==> config.mk <==
export PLATFORM = sky130hd
export DESIGN_NAME = mem_miss_handler
export DESIGN_NICKNAME = d
export VERILOG_FILES = /design/src/rtl/mem_miss_handler_pkg.sv /design/src/rtl/mem_miss_handler_fill_counter.sv /design/src/rtl/mem_miss_handler.sv
export SDC_FILE = /design/constraint.sdc
export NUM_CORES = 1
export LEC_CHECK = 0
export CAP_MARGIN = 20
export CORE_ASPECT_RATIO = 0.75
export CORE_UTILIZATION = 61
export DETAILED_ROUTE_END_ITERATION = 7
export DONT_BUFFER_PORTS = 1
export GPL_ROUTABILITY_DRIVEN = 0
export PLACE_DENSITY = 0.74
export SYNTH_ARGS = -nofsm -noshare
export SYNTH_HDL_FRONTEND = slang
export SYNTH_HIERARCHICAL = 1
export SYNTH_SLANG_ARGS = --single-unit
==> constraint.sdc <==
create_clock -name clk -period 1.76 [get_ports clk]
set_input_delay 0.088 -clock clk [delete_from_list [all_inputs] [get_ports clk]]
set_output_delay 0.088 -clock clk [all_outputs]
set_load 0.01 [all_outputs]
==> src/rtl/mem_miss_handler_pkg.sv <==
// mem_miss_handler_pkg: shared types and constants for the cache miss handler
package mem_miss_handler_pkg;
    localparam int ADDR_W          = 16;
    localparam int WORDS_PER_BLOCK = 8;
    localparam int BLK_OFF_W       = 4;
    localparam int WORD_IDX_W      = $clog2(WORDS_PER_BLOCK);
    localparam int BLK_W           = ADDR_W - BLK_OFF_W;
    localparam logic TGT_I = 1'b0;
    localparam logic TGT_D = 1'b1;
    typedef enum logic [1:0] {IDLE, FILL, COMMIT} state_t;
endpackage

==> src/rtl/mem_miss_handler_fill_counter.sv <==
// fill_counter: word index counter with clear, enable and terminal count
import mem_miss_handler_pkg::*;

module fill_counter (
    input  logic                  clk,
    input  logic                  rst_n,
    input  logic                  clr,
    input  logic                  en,
    output logic [WORD_IDX_W-1:0] cnt,
    output logic                  tc
);
    // clear has priority over counting; wraps naturally after the last word
    always_ff @(posedge clk or negedge rst_n)
        if (!rst_n) cnt <= '0;
        else if (clr) cnt <= '0;
        else if (en) cnt <= cnt + 1'b1;
    assign tc = &cnt;
endmodule

==> src/rtl/mem_miss_handler.sv <==
// mem_miss_handler: arbitrates I/D cache misses and fills one block from main memory
import mem_miss_handler_pkg::*;

module mem_miss_handler (
    input  logic                  clk,
    input  logic                  rst_n,
    input  logic                  imiss_req,
    input  logic [ADDR_W-1:0]     imiss_addr,
    input  logic                  dmiss_req,
    input  logic [ADDR_W-1:0]     dmiss_addr,
    output logic                  mem_en,
    output logic [ADDR_W-1:0]     mem_addr,
    input  logic                  mem_data_valid,
    input  logic [15:0]           mem_data,
    output logic                  fill_we,
    output logic                  fill_tgt,
    output logic [WORD_IDX_W-1:0] fill_word,
    output logic [15:0]           fill_data,
    output logic [BLK_W-1:0]      fill_blk,
    output logic                  tag_we,
    output logic                  fill_done_i,
    output logic                  fill_done_d,
    output logic                  stall
);
    state_t                state;
    logic                  issue_done;
    logic [WORD_IDX_W-1:0] issue_cnt, recv_cnt;
    logic                  issue_tc, recv_tc;
    logic                  unused_offsets;

    assign unused_offsets = ^{imiss_addr[BLK_OFF_W-1:0], dmiss_addr[BLK_OFF_W-1:0]};

    assign mem_en    = (state == FILL) && !issue_done;
    assign mem_addr  = {fill_blk, issue_cnt, 1'b0};
    assign fill_we   = (state == FILL) && mem_data_valid;
    assign fill_word = recv_cnt;
    assign fill_data = mem_data;
    assign stall     = (state != IDLE) || imiss_req || dmiss_req;

    fill_counter u_issue_cnt (
        .clk(clk), .rst_n(rst_n), .clr(state == IDLE), .en(mem_en),
        .cnt(issue_cnt), .tc(issue_tc)
    );

    fill_counter u_recv_cnt (
        .clk(clk), .rst_n(rst_n), .clr(state == IDLE), .en(fill_we),
        .cnt(recv_cnt), .tc(recv_tc)
    );

    // control FSM: D wins arbitration, issue stops after the last word, commit on the last return
    always_ff @(posedge clk or negedge rst_n) begin
        if (!rst_n) begin
            state       <= IDLE;
            fill_blk    <= '0;
            fill_tgt    <= TGT_I;
            issue_done  <= 1'b0;
            tag_we      <= 1'b0;
            fill_done_i <= 1'b0;
            fill_done_d <= 1'b0;
        end else begin
            tag_we      <= 1'b0;
            fill_done_i <= 1'b0;
            fill_done_d <= 1'b0;
            case (state)
                IDLE: begin
                    issue_done <= 1'b0;
                    if (dmiss_req) begin
                        fill_blk <= dmiss_addr[ADDR_W-1:BLK_OFF_W];
                        fill_tgt <= TGT_D;
                        state    <= FILL;
                    end else if (imiss_req) begin
                        fill_blk <= imiss_addr[ADDR_W-1:BLK_OFF_W];
                        fill_tgt <= TGT_I;
                        state    <= FILL;
                    end
                end
                FILL: begin
                    if (mem_en && issue_tc) issue_done <= 1'b1;
                    if (fill_we && recv_tc) begin
                        state       <= COMMIT;
                        tag_we      <= 1'b1;
                        fill_done_i <= (fill_tgt == TGT_I);
                        fill_done_d <= (fill_tgt == TGT_D);
                    end
                end
                default: state <= IDLE;
            endcase
        end
    end
endmodule
After elaboration in Yosys (flattened, before gate mapping)
Index checks and enable logic that the tools add are counted.

storage, ports and cells
  word-level logic and storage cells = 54
  register bits = 25
  output and inout bits = 54
  input bits = 53

operators by class
  muxes and demuxes = 20
  reduce and logical (&&, ||, !) cells = 18
  add/sub/neg operators = 2
  equality and inequality tests = 4
  bitwise gates (word level) = 1

operators with widths
  kind                 number
  $mux 12              2
  $mux 3               4
  $reduce_bool 2->1    5
  $mux 1               9
  $add 3x1->3 const B  2
  $mux 2               3
  $reduce_and 2->1     3
  $reduce_and 3->1     2
  $logic_and 1x1->1    4
  $ne 2x1->1 const B   2
  $pmux 2 s2           1
  $ne 3x3->1 const B   1
  $eq 2x1->1 const B   1
  $logic_not 2->1      1
  $logic_or 1x1->1     2
  $pmux 1 s2           1
  $logic_not 1->1      1
  $not 1->1            1

Depth between registers and ports, before layout
Gate-level depths: netlist of run 1.

  word-level depth = 5
  mapped depth = 5
  gate-level depth less buffers = 5

Modules after synthesis
Netlist of run 1, hierarchy kept.

modules (own cells, without submodules)
  module            times used  cells an instance  area each (µm²)  sequential area each (µm²)
  mem_miss_handler  1           93                 1,088.5          475.5
  fill_counter      2           11                 140.1            75.1

Worst setup path after synthesis of run 1
OpenSTA, ideal clock, no wires.

  path kind = flip-flop to flip-flop
  start point = register state[1]
  end point = register u_issue_cnt.cnt[1]
  required time = 1.621 ns
  library setup time = 0.139 ns
  stages on the path, launching flop included = 5
  slack = 0.403 ns
  clock period less this slack = 1.357 ns
  buffers on the path = 0
  arrival time = 1.218 ns
  cell sequence = dfrtp_1 > nand2b_1 > nor2_1 > mux2i_1 > nor2_1

on the way
  cells in the longest elaborated chain, start to end = 3
  elaborated cells between the ends (all ways) = 5
  those cells by class = eq/ne: 1; mux: 1; reduce/logical: 3

ends and longest elaborated chain
  element                      RTL line                             source
  from (decl)                  mem_miss_handler.sv:25               state_t state;
  from (signal assigned)       mem_miss_handler.sv:53               state <= IDLE;
  from (signal assigned)       mem_miss_handler.sv:70               state <= FILL;
  from (signal assigned)       mem_miss_handler.sv:74               state <= FILL;
  $eq 2x1->1                   mem_miss_handler.sv:33               assign mem_en = (state == FILL) && !issue_done;
  $logic_and 1x1->1            mem_miss_handler.sv:33
  net mem_en                   mem_miss_handler.sv:11               output logic mem_en,
  $reduce_bool 2->1 (no line)  n/a
  to (signal assigned)         mem_miss_handler_fill_counter.sv:16  else if (en) cnt <= cnt + 1'b1;
  to (decl)                    mem_miss_handler_fill_counter.sv:9   output logic [WORD_IDX_W-1:0] cnt,

The timed path passes the listed nets, and every way through them passes these cells.
A chain may end at the register's enable or synchronous reset.

Worst setup path in the final report of run 1
  start point = register state[0]
  end point = register fill_tgt

on the way
  cells in the longest elaborated chain, start to end = 2

ends and longest elaborated chain
  element                     RTL line                source
  $logic_not 2->1             mem_miss_handler.sv:64  case (state)
  $reduce_and 2->1 (no line)  n/a
  to (signal assigned)        mem_miss_handler.sv:55  fill_tgt <= TGT_I;
  to (signal assigned)        mem_miss_handler.sv:69  fill_tgt <= TGT_D;
  to (signal assigned)        mem_miss_handler.sv:73  fill_tgt <= TGT_I;
  to (decl)                   mem_miss_handler.sv:16  output logic fill_tgt,

No other way between the ends.

==> flow_summary.html, run 1 <==
<table>
<tr><th>Metric</th><th>Value</th></tr>
<tr><th colspan="2">Setup path</th></tr>
<tr><td>Crit end category</td><td>flip-flop</td></tr>
<tr><td>Arrival time worst endpoint</td><td>between 1500 and 2000 ps</td></tr>
<tr><td>CP required</td><td>1970 ps</td></tr>
<tr><td>Largest fanout on the critical path</td><td>5</td></tr>
<tr><td>Critical path launch point type</td><td>flip-flop</td></tr>
<tr><td>Kind of critical path</td><td>reg2reg</td></tr>
<tr><th colspan="2">Die</th></tr>
<tr><td>Site row count</td><td>14</td></tr>
<tr><td>Starting Density</td><td>between 60 and 70%</td></tr>
<tr><td>Overall die width</td><td>56.7 um</td></tr>
<tr><td>Chip height</td><td>43.0 um</td></tr>
<tr><td>Overall die area</td><td>2440 um2</td></tr>
<tr><td>Number of top-level design ports</td><td>107</td></tr>
<tr><td>Core Footprint</td><td>2070 um2</td></tr>
<tr><th colspan="2">Pwr</th></tr>
<tr><td>Pint</td><td>roughly 0.0013 W</td></tr>
<tr><td>Sequential share of power</td><td>57.2%</td></tr>
<tr><td>Share of power burned in the clock network</td><td>around 11%</td></tr>
<tr><td>Portion of total power attributed to combinational logic</td><td>31.5%</td></tr>
<tr><td>Net Switching</td><td>0.000854 W</td></tr>
<tr><td>Leak</td><td>0.583 nW</td></tr>
<tr><td>Peak supply drop</td><td>0.771 mV</td></tr>
<tr><td>Switching share of power</td><td>between 30% and 40%</td></tr>
<tr><td>Pwr Density</td><td>1690 nW/um2</td></tr>
<tr><th colspan="2">STA</th></tr>
<tr><td>Maximum clock rate</td><td>625 MHz</td></tr>
<tr><td>Period Utilization, post-route</td><td>90.9%</td></tr>
<tr><td>Max-slew violation count</td><td>0</td></tr>
<tr><td>Hold_ws</td><td>40.1 ps</td></tr>
<tr><td>Period minus WS final</td><td>~1600 ps</td></tr>
<tr><td>Final setup TNS</td><td>0 ps</td></tr>
<tr><td>Final Hold Violating Endpoints</td><td>0</td></tr>
<tr><td>Setup violations, final</td><td>0</td></tr>
<tr><td>Worst Skew</td><td>between 7 and 8 ps</td></tr>
<tr><td>Unrepaired setup endpoints after global routing</td><td>no</td></tr>
<tr><th colspan="2">Synthesis</th></tr>
<tr><td>Synth Warn #</td><td>6</td></tr>
<tr><td>Cell area after synthesis</td><td>1370 um2</td></tr>
<tr><td>Synthesized Nets</td><td>172</td></tr>
<tr><td>Sequential share of the synthesized area</td><td>45.7%</td></tr>
<tr><td>Syn Inst Count</td><td>roughly 120</td></tr>
<tr><td>Mean post-synth cell area</td><td>about 12 um2</td></tr>
<tr><td>Number of distinct library cell variants in the gate-level netlist after synthesis</td><td>20</td></tr>
<tr><td>Number of synthesized register bits</td><td>25</td></tr>
<tr><th colspan="2">Cells and area</th></tr>
<tr><td>Share of layout cells above drive strength 1</td><td>36.5%</td></tr>
<tr><td>Area taken by multi-input logic gates</td><td>503 um2</td></tr>
<tr><td>Synthesis-to-finish area growth</td><td>-7.04%</td></tr>
<tr><td>Area of all sequential standard cells</td><td>626 um2</td></tr>
<tr><td>Net total in the final layout</td><td>154</td></tr>
<tr><td>Diodes inserted</td><td>0</td></tr>
<tr><td>Filler Cells Inserted</td><td>180</td></tr>
<tr><th colspan="2">Outcome</th></tr>
<tr><td>Violations in the final reports</td><td>DRC</td></tr>
<tr><td>Outcome</td><td>finished, violations left</td></tr>
<tr><th colspan="2">CTS</th></tr>
<tr><td>Number of CTS-inserted buffers</td><td>3</td></tr>
<tr><td>TritonCTS clock tree</td><td>done</td></tr>
<tr><td>Clock Latency Late Sink</td><td>just over 300 ps</td></tr>
<tr><td>Clk Tree Root Cell</td><td>sky130_fd_sc_hd__clkbuf_4</td></tr>
<tr><td>H-tree levels</td><td>1</td></tr>
<tr><td>Number of sinks handled by clock tree synthesis</td><td>25</td></tr>
<tr><td>Maximum root-to-sink buffer count</td><td>2</td></tr>
<tr><td>Clk slew on worst S/H paths</td><td>130 ps</td></tr>
<tr><td>Count of cells resized by post-cts repair</td><td>0</td></tr>
<tr><td>Post-CTS Hold Buffers</td><td>5</td></tr>
<tr><td>Post-CTS Repair Setup Buffers</td><td>0</td></tr>
<tr><th colspan="2">Global routing</th></tr>
<tr><td>Via count of the first global-routing pass</td><td>between 700 and 800</td></tr>
<tr><td>GR Util All Layers</td><td>a little under a fifth</td></tr>
<tr><td>Antenna violations before repair</td><td>0</td></tr>
<tr><td>Wire length of the first global-routing pass</td><td>3400 um</td></tr>
<tr><td>Residual overflow from global routing</td><td>0</td></tr>
<tr><td>Pin count of the biggest net entering global routing</td><td>26</td></tr>
<tr><th colspan="2">Route</th></tr>
<tr><td>Vias</td><td>708</td></tr>
<tr><td>Final antenna-violating net count</td><td>0</td></tr>
<tr><td>Wire per inst</td><td>17.1 um</td></tr>
<tr><td>First drt pass iteration count</td><td>6</td></tr>
<tr><td>DRC</td><td>14</td></tr>
<tr><td>Violation count after the first detailed-route iteration</td><td>19</td></tr>
<tr><td>Number of vias per cell after detailed routing</td><td>5.90</td></tr>
<tr><td>Total Routed Length</td><td>just over 2000 um</td></tr>
<tr><th colspan="2">Place</th></tr>
<tr><td>Count of buffers inserted at the top-level ports</td><td>0</td></tr>
<tr><td>Dpl hpwl</td><td>1540 um</td></tr>
<tr><th colspan="2">Run</th></tr>
<tr><td>Number of max-cap violations</td><td>0</td></tr>
<tr><th colspan="2">Hold path</th></tr>
<tr><td>Path category of the worst min-delay check</td><td>in2reg</td></tr>
</table>
per-stage QoR:
step                area [um2]  power [W]  worst slack, ps  utilization (%)  cells
floorplan                 1370    0.00196              403                -    115
global placement          1180    0.00184              437             57.3    111
detailed placement        1180    0.00190              417             57.3    111
CTS                       1270    0.00219              148             61.6    120
global route              1270    0.00231             89.6             61.6    120
finish                    1270    0.00215              160             61.6    120
layout make-up:
class	instances	share of cell area [%]
clock inverter	1	0.393
timing repair buffer	8	6.49
multi-input combinational	58	39.5
sequential	25	49.2
tap	24	2.36
inverter	1	0.295
clock buffer	3	1.77
cells in the mapped netlist (all sizes together):
cell	n	area, um2
nor2	12	47.6
a22o	1	8.76
conb	1	3.75
a21oi	1	5.00
dfrtp	25	626
mux2i	4	40.0
and2	1	6.26
mux2	24	270
a31o	1	8.76
ha	4	50.1
and3	1	6.26
nand2b	1	6.26
nor3	2	21.3
buf	31	236
inv	1	3.75
xnor2	2	17.5
nand2	3	11.3
routing by layer:
layer | share of wire, % | global-route usage, % | vias to the layer above | wire length [um]
li1 | - | - | 316 | -
met1 | 38 | 21.9 | 342 | 781
met2 | 48 | 31.9 | 48 | 997
met3 | 13 | 9.15 | 2 | 274
met4 | 0.19 | 2.50 | 0 | 4
met5 | 0 | 0 | - | 0
sequential cells by signal (all words and copies together), names as in the netlist:
register,count
fill_done_i,1
fill_blk,12
state,2
fill_tgt,1
u_issue_cnt/cnt,3
tag_we,1
u_recv_cnt/cnt,3
issue_done,1
fill_done_d,1
power by group through the flow:
| stage | Clock (W) | Combinational, W | Sequential, W |
|---|---|---|---|
| floorplan | 0 | 0.000849 | 0.00111 |
| global placement | 0 | 0.000606 | 0.00124 |
| detailed placement | 0 | 0.000654 | 0.00125 |
| CTS | 0.000258 | 0.000696 | 0.00124 |
| global route | 0.000278 | 0.000768 | 0.00127 |
| finish | 0.000242 | 0.000678 | 0.00123 |
cell usage in the layout, fill, tap and decap left out:
cell type,synthesis,routed
sky130_fd_sc_hd__dfrtp_1,25,25
sky130_fd_sc_hd__mux2_2,24,24
sky130_fd_sc_hd__nor2_1,11,11
sky130_fd_sc_hd__dlygate4sd3_1,0,4
sky130_fd_sc_hd__mux2i_1,4,4
sky130_fd_sc_hd__ha_1,4,4
sky130_fd_sc_hd__nand2_1,3,3
sky130_fd_sc_hd__clkbuf_4,0,3
sky130_fd_sc_hd__buf_4,30,3
sky130_fd_sc_hd__xnor2_1,2,2
sky130_fd_sc_hd__inv_1,1,1
sky130_fd_sc_hd__and3_1,1,1
sky130_fd_sc_hd__nand2b_1,1,1
sky130_fd_sc_hd__nor2_2,1,1
sky130_fd_sc_hd__and2_1,1,1
sky130_fd_sc_hd__nor3_1,1,1
sky130_fd_sc_hd__nor3_4,1,1
sky130_fd_sc_hd__a22o_1,1,1
sky130_fd_sc_hd__a21oi_1,1,1
sky130_fd_sc_hd__a31o_2,1,1
sky130_fd_sc_hd__conb_1,1,1
sky130_fd_sc_hd__clkinv_2,0,1
sky130_fd_sc_hd__buf_12,0,1
logic make-up (layout without fill, tap and decap cells):
logic type / Yosys count / count (layout) / share of synthesized area, %
buffers and inverters: 32 / 13 / 17.6
xor gates and xnor gates: 2 / 2 / 1.28
DFF: 25 / 25 / 45.7
muxes: 28 / 28 / 22.7
adders and majority gates: 4 / 4 / 3.66
other: 1 / 1 / 0.274
and+or+nand+nor: 20 / 20 / 7.22
AOI/OAI and AO/OA: 3 / 3 / 1.65
final timing paths:
check / start / endpoint / slack (ps) / cells past startpoint
setup / recovery: state[0] / fill_tgt / 160 / 4
hold / removal: imiss_addr[14] / fill_blk[10] / 40 / 2
setup reg to reg: state[0] / fill_tgt / 160 / 4
hold reg to reg: issue_done / issue_done / 520 / 2
max in group asynchronous: rst_n / u_recv_cnt/cnt[2] / 1400 / 2
min in group asynchronous: rst_n / fill_blk[1] / 210 / 2
critical path: stages, from the launching register on:
cell,delay [ps]
sky130_fd_sc_hd__dfrtp_1,470
sky130_fd_sc_hd__nor2_1,240
sky130_fd_sc_hd__nand2_1,80
sky130_fd_sc_hd__a22o_1,170
sky130_fd_sc_hd__dlygate4sd3_1,540
(Power assumes the default switching activity.)
==> run 2, diff against run 1 <==
--- a/config.mk
+++ b/config.mk
@@ -7,11 +7,11 @@
 export LEC_CHECK = 0
 export CAP_MARGIN = 20
 export CORE_ASPECT_RATIO = 0.75
-export CORE_UTILIZATION = 61
+export CORE_UTILIZATION = 55
 export DETAILED_ROUTE_END_ITERATION = 7
 export DONT_BUFFER_PORTS = 1
 export GPL_ROUTABILITY_DRIVEN = 0
-export PLACE_DENSITY = 0.74
+export PLACE_DENSITY = 0.7
 export SYNTH_ARGS = -nofsm -noshare
 export SYNTH_HDL_FRONTEND = slang
 export SYNTH_HIERARCHICAL = 1
==> constraint.sdc (replaced) <==
create_clock -name clk -period 1.35 [get_ports clk]
set_input_delay 0.0675 -clock clk [delete_from_list [all_inputs] [get_ports clk]]
set_output_delay 0.0675 -clock clk [all_outputs]
set_load 0.01 [all_outputs]
==> run 2 against run 1 <==
Net effect: the run now ends clean; cell area rose by 7.8%; cell count rose by 13%; routed wire length rose by 9.8%; register-to-register slack got worse by 100 ps; sequential cell count did not move; total power rose by 38%; setup slack got worse by 110 ps; largest cell class unchanged; via count rose by 4.9%; sequential power rose by 29%; die area rose by 10%.
==> flow_summary.html, run 2 (same netlist as run 1, synthesis figures left out) <==
<table>
<tr><th>Metric</th><th>Value</th></tr>
<tr><th colspan="2">STA</th></tr>
<tr><td>Final setup TNS</td><td>0 ps (unchanged)</td></tr>
<tr><td>Setup violations, final</td><td>0 (unchanged)</td></tr>
<tr><td>Period Utilization, post-route</td><td>96.6%</td></tr>
<tr><td>Unrepaired setup endpoints after global routing</td><td>yes</td></tr>
<tr><td>Max-slew violation count</td><td>0 (unchanged)</td></tr>
<tr><td>Worst Skew</td><td>7.21 ps (-0.672 ps)</td></tr>
<tr><td>Period minus WS final</td><td>~1300 ps</td></tr>
<tr><td>Final Hold Violating Endpoints</td><td>0 (unchanged)</td></tr>
<tr><td>Maximum clock rate</td><td>767 MHz</td></tr>
<tr><th colspan="2">Setup path</th></tr>
<tr><td>Critical Path Most Common Cell</td><td>sky130_fd_sc_hd__buf_4</td></tr>
<tr><td>CP required</td><td>1280 ps (-690 ps)</td></tr>
<tr><td>Number of buffer and inverter stages on the critical path</td><td>2 (+1)</td></tr>
<tr><td>Kind of cell adding the most delay to the critical path</td><td>flip-flops</td></tr>
<tr><td>Worst-path cell chain</td><td>buf_4 &gt; and3_4 &gt; buf_4</td></tr>
<tr><td>Slack of the worst reg-to-reg path</td><td>60 ps (-100 ps)</td></tr>
<tr><td>Crit end category</td><td>output pin</td></tr>
<tr><td>Critical path launch point type</td><td>flip-flop</td></tr>
<tr><td>Slowest-stage cell, CP</td><td>sky130_fd_sc_hd__dfrtp_1</td></tr>
<tr><td>Largest fanout on the critical path</td><td>4 (-1)</td></tr>
<tr><td>Maximum cell stage delay along the critical path</td><td>420 ps (-120 ps)</td></tr>
<tr><td>Kind of critical path</td><td>reg2out</td></tr>
<tr><td>Arrival time worst endpoint</td><td>1240 ps (-570 ps)</td></tr>
<tr><th colspan="2">Global routing</th></tr>
<tr><td>Via count of the first global-routing pass</td><td>779 (+4.6%)</td></tr>
<tr><td>GRT Max-Usage Layer</td><td>met2</td></tr>
<tr><td>GR Util All Layers</td><td>17.4% (-1.3 points)</td></tr>
<tr><td>Global-route track usage on met3</td><td>7.45% (-1.7 points)</td></tr>
<tr><td>Residual overflow from global routing</td><td>0 (unchanged)</td></tr>
<tr><td>Pin count of the biggest net entering global routing</td><td>26 (unchanged)</td></tr>
<tr><td>Wire length of the first global-routing pass</td><td>3390 um (-0.21%)</td></tr>
<tr><td>Met1 Track Usage GR</td><td>20.4% (-1.6 points)</td></tr>
<tr><td>Routing usage on met2</td><td>30.1% (-1.8 points)</td></tr>
<tr><td>Antenna violations before repair</td><td>0 (unchanged)</td></tr>
<tr><th colspan="2">Die</th></tr>
<tr><td>Overall die width</td><td>59.6 um (+5.1%)</td></tr>
<tr><td>Site row count</td><td>15 (+1)</td></tr>
<tr><td>Overall die area</td><td>2690 um2 (+10%)</td></tr>
<tr><td>Starting Density</td><td>58.8% (-7.4 points)</td></tr>
<tr><td>Number of top-level design ports</td><td>107 (unchanged)</td></tr>
<tr><td>Core Footprint</td><td>2330 um2 (+13%)</td></tr>
<tr><td>Chip height</td><td>45.2 um (+5.1%)</td></tr>
<tr><th colspan="2">Cells and area</th></tr>
<tr><td>Synthesis-to-finish area growth</td><td>0.183%</td></tr>
<tr><td>Diodes inserted</td><td>0 (unchanged)</td></tr>
<tr><td>Filler Cells Inserted</td><td>212 (+18%)</td></tr>
<tr><td>Registers with the highest flip-flop counts</td><td>fill_blk: 12 flops, u_issue_cnt/cnt: 3 flops, u_recv_cnt/cnt: 3 flops</td></tr>
<tr><td>Max reg flops</td><td>12 (unchanged)</td></tr>
<tr><td>Net total in the final layout</td><td>160 (+3.9%)</td></tr>
<tr><td>Register with the highest flop count</td><td>fill_blk</td></tr>
<tr><td>Share of layout cells above drive strength 1</td><td>46.1% (+9.6 points)</td></tr>
<tr><td>Most frequent cells in the layout</td><td>sky130_fd_sc_hd__mux2_2 (24), sky130_fd_sc_hd__dfrtp_1 (24), sky130_fd_sc_hd__nor2_1 (9), sky130_fd_sc_hd__buf_4 (7), sky130_fd_sc_hd__dlygate4sd3_1 (5)</td></tr>
<tr><td>Final non-filler cell total</td><td>136 (+13%)</td></tr>
<tr><th colspan="2">Route</th></tr>
<tr><td>Violation count after the first detailed-route iteration</td><td>12 (-7)</td></tr>
<tr><td>DRC</td><td>0 (-14)</td></tr>
<tr><td>Number of vias per cell after detailed routing</td><td>5.46 (-7.4%)</td></tr>
<tr><td>First drt pass iteration count</td><td>4 (-2)</td></tr>
<tr><td>Final antenna-violating net count</td><td>0 (unchanged)</td></tr>
<tr><td>Vias</td><td>743 (+4.9%)</td></tr>
<tr><td>Total Routed Length</td><td>2260 um (+9.8%)</td></tr>
<tr><td>Wire per inst</td><td>16.6 um (-3.1%)</td></tr>
<tr><th colspan="2">Pwr</th></tr>
<tr><td>Leak</td><td>0.618 nW (+5.9%)</td></tr>
<tr><td>Peak supply drop</td><td>1.04 mV (+35%)</td></tr>
<tr><td>Pwr Density</td><td>2170 nW/um2 (+28%)</td></tr>
<tr><th colspan="2">CTS</th></tr>
<tr><td>Clk slew on worst S/H paths</td><td>130 ps (about the same)</td></tr>
<tr><td>Clock Latency Late Sink</td><td>310 ps (about the same)</td></tr>
<tr><td>TritonCTS clock tree</td><td>done</td></tr>
<tr><td>H-tree levels</td><td>1 (unchanged)</td></tr>
<tr><td>Number of CTS-inserted buffers</td><td>3 (unchanged)</td></tr>
<tr><td>Maximum root-to-sink buffer count</td><td>2 (unchanged)</td></tr>
<tr><td>Number of sinks handled by clock tree synthesis</td><td>25 (unchanged)</td></tr>
<tr><td>Clk Tree Root Cell</td><td>sky130_fd_sc_hd__clkbuf_4</td></tr>
<tr><th colspan="2">Place</th></tr>
<tr><td>Count of buffers inserted at the top-level ports</td><td>0 (unchanged)</td></tr>
<tr><td>Cell count after placement</td><td>125 (+13%)</td></tr>
<tr><td>Dpl hpwl</td><td>1630 um (+6.0%)</td></tr>
<tr><th colspan="2">Outcome</th></tr>
<tr><td>Outcome</td><td>finished, final reports clean</td></tr>
<tr><th colspan="2">Run</th></tr>
<tr><td>Number of max-cap violations</td><td>0 (unchanged)</td></tr>
<tr><th colspan="2">Hold path</th></tr>
<tr><td>Path category of the worst min-delay check</td><td>in2reg</td></tr>
</table>
[run 2: final timing paths]
check / start / endpoint / depth (start not counted)
worst max register to register: state[0] / fill_blk[8] / 3
worst min register to register: fill_tgt / fill_done_i / 1
max in group asynchronous: rst_n / state[1] / 2
worst max-delay path: state[0] / fill_we / 3
min in group asynchronous: rst_n / fill_blk[0] / 2
worst min-delay path: imiss_addr[14] / fill_blk[10] / 2
[run 2: worst register-to-register path, cell delays in order, from the launching register on]
cell                      delay (ps)
sky130_fd_sc_hd__dfrtp_1         430
sky130_fd_sc_hd__nor3_4          250
sky130_fd_sc_hd__buf_12          170
sky130_fd_sc_hd__mux2_2          330
[run 2: area by class of cell]
type | count | area, um2 | area share, %
Sequential cell | 25 | 627 | 45.7
Multi-Input combinational cell | 58 | 528 | 38.5
Timing Repair Buffer | 14 | 143 | 10.4
Tap cell | 34 | 42.5 | 3.10
Clock buffer | 3 | 22.5 | 1.64
Clock inverter | 1 | 5.00 | 0.365
Inverter | 1 | 3.75 | 0.274
[run 2: repair_timing]
action,4_1_cts,5_1_grt
buffers inserted,1,0
pin swaps,1,1
hold buffers,5,1
resized for setup,4,4
endpoints found under the hold margin,29,1
setup endpoints to repair,3,15
[run 2: through the flow]
stage          instance area, um2  utilization (%)  setup slack, ps  hold slack, ps  power [W]
2_1_floorplan                1370                -             67.8            -228    0.00256
3_3_place_gp                 1240             53.4             93.5            -228    0.00250
3_5_place_dp                 1240             53.4             58.5            -228    0.00257
4_1_cts                      1350             58.0             17.5            2.17    0.00299
5_1_grt                      1370             58.9            -2.19           0.960    0.00322
6_report                     1370             58.9             46.3            19.4    0.00297
[run 2: metal layers]
layer	share of wire, %	vias to the layer above
met5	0	-
met4	0.40	0
met3	11	2
met2	49	49
met1	39	364
li1	-	328
[run 2: where the power goes]
| group | switching [W] | internal [W] | total [W] |
|---|---|---|---|
| combinational | 0.000436 | 0.000625 | 0.00106 |
| sequential | 0.000520 | 0.00107 | 0.00159 |
| clock | 0.000211 | 0.000111 | 0.000322 |
| total | 0.00117 | 0.00180 | 0.00297 |
